<file path="src/rtl/pc_branch_ctrl.sv">
// BIP-2 program-counter stage: PC register, branch-condition evaluation and HLT run/halt control.
// Optional taken-branch counter output branch_cnt_o is enabled by defining PC_BRANCH_CNT_EN.
module pc_branch_ctrl #(
  parameter int                ADDR_W   = 11,
  parameter logic [ADDR_W-1:0] RESET_PC = '0
) (
  input  logic              clk_i,
  input  logic              rst_n_i,
  input  logic              en_i,
  input  logic [4:0]        opcode_i,
  input  logic [ADDR_W-1:0] operand_i,
  input  logic              z_i,
  input  logic              n_i,
  input  logic              resume_i,
  input  logic [ADDR_W-1:0] pc_next_i,
  output logic [ADDR_W-1:0] pc_o,
  output logic [ADDR_W-1:0] incrementer_o,
  output logic [ADDR_W-1:0] ext_o,
  output logic              branch_o,
  output logic              halted_o,
`ifdef PC_BRANCH_CNT_EN
  output logic [15:0]       branch_cnt_o,
`endif
  output logic              flush_o
);

  localparam logic [4:0] OP_HLT = 5'b00000;
  localparam logic [4:0] OP_BEQ = 5'b01000;
  localparam logic [4:0] OP_BNE = 5'b01001;
  localparam logic [4:0] OP_BGT = 5'b01010;
  localparam logic [4:0] OP_BGE = 5'b01011;
  localparam logic [4:0] OP_BLT = 5'b01100;
  localparam logic [4:0] OP_BLE = 5'b01101;
  localparam logic [4:0] OP_JMP = 5'b01110;

  typedef enum logic {ST_RUN = 1'b0, ST_HALT = 1'b1} state_t;

  state_t            state_q, state_d;
  logic [ADDR_W-1:0] pc_q, pc_d;
  logic              halted_q, halted_d;
  logic              flush_q, flush_d;
  logic              cond;
  logic              take;

  always_comb begin
    cond = 1'b0;
    case (opcode_i)
      OP_BEQ:  cond = z_i;
      OP_BNE:  cond = ~z_i;
      OP_BGT:  cond = ~z_i & ~n_i;
      OP_BGE:  cond = ~n_i;
      OP_BLT:  cond = n_i;
      OP_BLE:  cond = n_i | z_i;
      OP_JMP:  cond = 1'b1;
      default: cond = 1'b0;
    endcase
  end

  assign branch_o      = cond & (state_q == ST_RUN);
  assign take          = (state_q == ST_RUN) & en_i & branch_o;
  assign incrementer_o = pc_q + ADDR_W'(1);
  assign ext_o         = operand_i;
  assign pc_o          = pc_q;
  assign halted_o      = halted_q;
  assign flush_o       = flush_q;

  // HLT leaves the PC on the HLT word; the resume edge itself never updates the PC.
  always_comb begin
    state_d  = state_q;
    pc_d     = pc_q;
    halted_d = halted_q;
    flush_d  = take;
    case (state_q)
      ST_RUN: begin
        if (en_i) begin
          if (opcode_i == OP_HLT) begin
            state_d  = ST_HALT;
            halted_d = 1'b1;
          end else begin
            pc_d = pc_next_i;
          end
        end
      end
      ST_HALT: begin
        if (resume_i) begin
          state_d  = ST_RUN;
          halted_d = 1'b0;
        end
      end
      default: begin
        state_d  = ST_RUN;
        halted_d = 1'b0;
      end
    endcase
  end

  always_ff @(posedge clk_i or negedge rst_n_i) begin
    if (!rst_n_i) begin
      state_q  <= ST_RUN;
      pc_q     <= RESET_PC;
      halted_q <= 1'b0;
      flush_q  <= 1'b0;
    end else begin
      state_q  <= state_d;
      pc_q     <= pc_d;
      halted_q <= halted_d;
      flush_q  <= flush_d;
    end
  end

`ifdef PC_BRANCH_CNT_EN
  logic [15:0] branch_cnt_q, branch_cnt_d;

  // Saturating count of taken-branch edges.
  always_comb begin
    branch_cnt_d = branch_cnt_q;
    if (take && (branch_cnt_q != 16'hFFFF)) branch_cnt_d = branch_cnt_q + 16'd1;
  end

  always_ff @(posedge clk_i or negedge rst_n_i) begin
    if (!rst_n_i) branch_cnt_q <= 16'd0;
    else          branch_cnt_q <= branch_cnt_d;
  end

  assign branch_cnt_o = branch_cnt_q;
`endif

endmodule

</file>
<file path="config.mk">
export PLATFORM = sky130hd
export DESIGN_NAME = pc_branch_ctrl
export DESIGN_NICKNAME = d
export VERILOG_FILES = /design/src/rtl/pc_branch_ctrl.sv
export SDC_FILE = /design/constraint.sdc
export NUM_CORES = 1
export LEC_CHECK = 0
export ABC_CLOCK_PERIOD_IN_PS = 1500
export CAP_MARGIN = 40
export CORE_ASPECT_RATIO = 1.2
export CORE_MARGIN = 2
export CORE_UTILIZATION = 34
export DETAILED_ROUTE_END_ITERATION = 12
export GPL_ROUTABILITY_DRIVEN = 0
export PLACE_DENSITY = 0.89
export SYNTH_ARGS = -nofsm -noshare
export SYNTH_HDL_FRONTEND = slang
export SYNTH_SLANG_ARGS = --single-unit
</file>
<file path="constraint.sdc">
create_clock -name clk_i -period 1.5 [get_ports clk_i]
set_input_delay 0.225 -clock clk_i [delete_from_list [all_inputs] [get_ports clk_i]]
set_output_delay 0.225 -clock clk_i [all_outputs]
set_load 0.03 [all_outputs]
</file>
Yosys cells after proc, flatten, opt, wreduce, memory -nomap -nowiden. Index checks and enable logic that the tools add are counted.

Register bits: 14. Input bits: 33. Output and inout bits: 36. Word-level logic and storage cells: 36.

Add/sub/neg operators: 1. Equality and inequality tests: 10. Mux-type cells: 9. Bitwise logic cells: 9. Reduce and logical (&&, ||, !) cells: 3.

Operator list (number): $eq A5 B4 Y1 const B (7); $add A11 B1 Y11 const B (1); $pmux W1 S7 (1); $mux W1 (6); $reduce_and A3 Y1 (2); $logic_not A5 Y1 (1); $and A1 B1 Y1 (4); $ne A2 B2 Y1 const B (2); $not A1 Y1 (4); $pmux W1 S2 (2); $ne A2 B1 Y1 const B (1); $or A1 B1 Y1 (1).

Longest topological paths before layout.
Depth after elaboration: 5. Mapped depth: 4. Depth with buffers taken out: 4.

Least setup slack after synthesis. No wires, ideal clock.

Kind: reg2out. From: register pc_q[0], in the netlist pc_o[0]. To: output port incrementer_o[10]. Data arrival time: 1.695 ns. Setup slack: -0.420 ns. Stages on the path, launching flop included: 5. Path buffers: 0. Cell sequence: dfrtp_1 > ha_1 > and3_1 > nand4_1 > xnor2_1.

Longest elaborated chain between the ends: 1.

Ends and longest elaborated chain: start, declared (line 39) `logic [ADDR_W-1:0] pc_q, pc_d;`; start signal, assigned (line 105) `pc_q <= pc_d;`; $add A11 B1 Y11 (line 61) `assign incrementer_o = pc_q + ADDR_W'(1);`; end, declared (line 17) `output logic [ADDR_W-1:0] incrementer_o,`.

Every way passes these cells.

Final worst setup path. Ends and elaborated chain as after synthesis.

==> impl_results.md <==
- Status: finished, violations left
- Failing checks: negative setup slack
- Residual DRC count: 0
- Num CTS Buffers: 3
- Share of the synthesized area in the top cell type: 37.8%
- Share of cells above drive strength 1: 60.1%
- Placed Cells: 168
- Flop pwr share: 30.0%
- Routed WL: 3.03 mm
- Clock network fraction of design power: 15.2%
- Top cells by area, synth: dfrtp_1 38%, mux2_4 16%, buf_4 8.9%, xnor2_1 7.6%, nand3_1 2.7%
- Delay-heaviest family, CP: flip-flops
- CTS root buffer: clkbuf_4
- Rows: 20
- Final setup viols: 10
- Final-report max-slew violation count: 0
- Largest family of logic cells by synthesized area: multiplexers
- Register clock-pin slew on the reported worst setup and hold paths: 0.10 ns
- CTS tree: done
- Hpwl dp: 2.16 mm
- Top Metal Used: met4
- FF+latch area: 358 um^2
- Fin worst setup slack: -0.300 ns
- Vias in the first global route: 939
- Worst Tran Pin Value: 0.360 ns
- Comb power frac: 54.8%
- Most numerous cell in the Yosys netlist: dfrtp_1
- WP buf/inv: 1
- Via/cell ratio: 5.01
- Routed len/inst: 16.7 um
- Post-CTS Hold Buffers: 0
- # IOs: 69
- Leak pwr: 0.841 nW
- Worst Hold Class: in2async
- Final Hold Viols: 0
- PwrDens: 883 nW/um^2
- Non-filler cells, final: 181
- Mapped Nets: 115
- Layout fillers: 183
- Synth top cells by count: 14 x dfrtp_1, 11 x buf_4, 10 x mux2_4
- Adder-cell share of the synthesized area: 1.35%
- Total global routing track utilization: 20.0%
- Crit path cell chain: ha_4, and3_1, nand4_1, xnor2_4, buf_6
- Kind of critical path: reg2out
- Slowest stage delay, CP: 0.41 ns
- Crit start category: flop
- Wl on met1: 1.08 mm
- Vias: 907
- Max_cap viols: 0
- Core area: 2550 um^2
- Die area: 3160 um^2
- Max-slew headroom: 75.7%
- Multi-input logic area: 634 um^2
- Clk_skew: 0.00687 ns
- Gate Count Post-Synth: 81
- Post-synth EDFFs: 0
- Fin crit period: 1.80 ns
- Routed Antenna Nets: 0
- Pin count of the biggest net entering global routing: 15
- Slowest-stage cell, CP: dfrtp_2
- Initial antenna violation count: 0
- Synthesized cell area: 927 um^2
- Seq cells post-synth: 14
- RSZ-0062 raised after global routing: true
- Sequential-to-total area share from yosys stat: 37.8%
- Final global-route overflow total: 0
- Starting DRC count in detailed routing: 18
- First-pass GRT wire length: 4.48 mm
- XOR/XNOR Fraction of Synth Area: 8.50%
- Synthesis-to-layout area growth: 91.4%
- Max FO, Critical Path: 3
- Area leader, netlist: dfrtp_1
- Cell area after layout: 1770 um^2
- Met3 wire len: 162 um
- Area fraction in compound gates after synthesis: 5.26%
- Mapped Avg Cell Area: 11.4 um^2
- Fmax achieved: 555 MHz
- Post-synth ARST share: 100%
- Ys Warns: 0
- Top FF cell, synth: dfrtp_1
- Critical Path AT: 1.58 ns
- Internal power: 0.953 mW
- Initial Util: 36.3%
- Drt pass-1 iters: 4
- Post-synthesis cell type count: 28
- P_sw: 0.614 mW
- Worst skew pair latency: 0.29 ns
- Mux cell area share after synthesis: 18.5%
- Critical path required time: 1.27 ns
- Height of the die: 61.2 um
- Setup crit end kind: output pin
- Post-route setup TNS: -1.39 ns
- Post-Synth Simple-Gate Area: 16.7%
- Antenna cell count: 0
- Final #Nets: 183
- H-tree Lvls: 1
- Placed cell areas: 1540 um^2
- Port Buf Inserts: 46
- Die width: 51.7 um
- Clock sink count: 14
- Sw frac: 39.2%
- IR drop worst, VDD: 0.726 mV
- Final period utilization: 120%
- CTS Buffer Depth: 2
- Met2 wire len: 1.70 mm
==> logic make-up (layout without fill, tap and decap cells) <==
logic type	count (synthesis)	count (layout)
buf+inv	14	81
xor+xnor	9	9
compound gates	5	5
simple gates	26	26
flops	14	14
fa+ha+maj	1	1
mux	12	12
==> layout make-up <==
cell class / instances / area share [%]
clock buffers: 4 / 1.48
inverters: 2 / 0.423
multi-input cells: 53 / 35.8
flip-flops and latches: 14 / 20.2
well taps: 33 / 2.33
repair buffers: 75 / 39.8
==> placed cells by master (no fill, tap or decap), drive strengths merged <==
master | netlist | layout
clkdlybuf4s15 | 0 | 4
clkbuf | 0 | 6
dlymetal6s2s | 0 | 1
nor4b | 1 | 1
o21bai | 1 | 1
a21oi | 1 | 1
nand2b | 1 | 1
a211o | 1 | 1
clkdlybuf4s50 | 0 | 14
nor4 | 1 | 1
mux2i | 1 | 1
o31ai | 1 | 1
inv | 2 | 2
nand3b | 1 | 1
mux2 | 11 | 11
nor2 | 2 | 2
nand3 | 5 | 5
and4 | 1 | 1
nand4 | 3 | 3
dlygate4sd2 | 0 | 11
o32ai | 1 | 1
nand2 | 5 | 5
and3 | 3 | 3
dfrtp | 14 | 14
xor2 | 1 | 1
and4bb | 1 | 1
buf | 12 | 43
nor3 | 1 | 1
xnor2 | 8 | 8
or4 | 1 | 1
ha | 1 | 1
==> registers in the layout (all words and copies together) (netlist names) <==
signal	cells
pc_o	11
flush_o	1
halted_o	1
state_q	1
==> routing by layer <==
layer	vias to the layer above	GRT usage (%)
li1	414	-
met1	432	20.9
met2	51	37.5
met3	10	4.13
met4	0	10.5
met5	-	0
==> power by group through the flow <==
stage | registers [mW] | clock network, mW | logic (mW)
floorplan | 0.589 | 0 | 0.355
global placement | 0.470 | 0 | 0.742
detailed placement | 0.473 | 0 | 0.762
CTS | 0.467 | 0.236 | 0.795
global route | 0.474 | 0.258 | 0.895
finish | 0.470 | 0.238 | 0.859
==> repair_timing <==
item | CTS | global route
setup endpoints to repair | 35 | 22
pin swaps | 8 | 14
gates resized for setup | 55 | 26
setup buffers | 5 | 7
==> final timing paths <==
kind / startpoint / end / slack, ns / depth (start not counted)
min in group clk_i: opcode_i[0] / halted_o / 0.35 / 4
min reg2reg: halted_o / halted_o / 0.49 / 2
max in group asynchronous: rst_n_i / pc_o[5] / 1.05 / 2
max reg2reg: state_q / pc_o[5] / 0.14 / 4
min: rst_n_i / pc_o[0] / 0.25 / 2
max: pc_o[0] / incrementer_o[10] / -0.30 / 5
==> worst reg2reg max path, stage by stage (launching register included) <==
cell and delay, ns:
dfrtp_1 0.43, nand2b_1 0.18, o21bai_4 0.19, buf_6 0.15, mux2_4 0.29
==> stage by stage <==
step | utilization, % | worst slack [ns] | hold WS (ns) | total power [mW]
floorplan | - | -0.108 | -0.0706 | 0.944
global placement | 60.2 | -0.463 | 0.450 | 1.21
detailed placement | 60.2 | -0.536 | 0.450 | 1.24
CTS | 64.8 | -0.269 | 0.259 | 1.50
global route | 69.5 | -0.349 | 0.268 | 1.63
finish | 69.5 | -0.300 | 0.250 | 1.57
(Power assumes the default switching activity.)
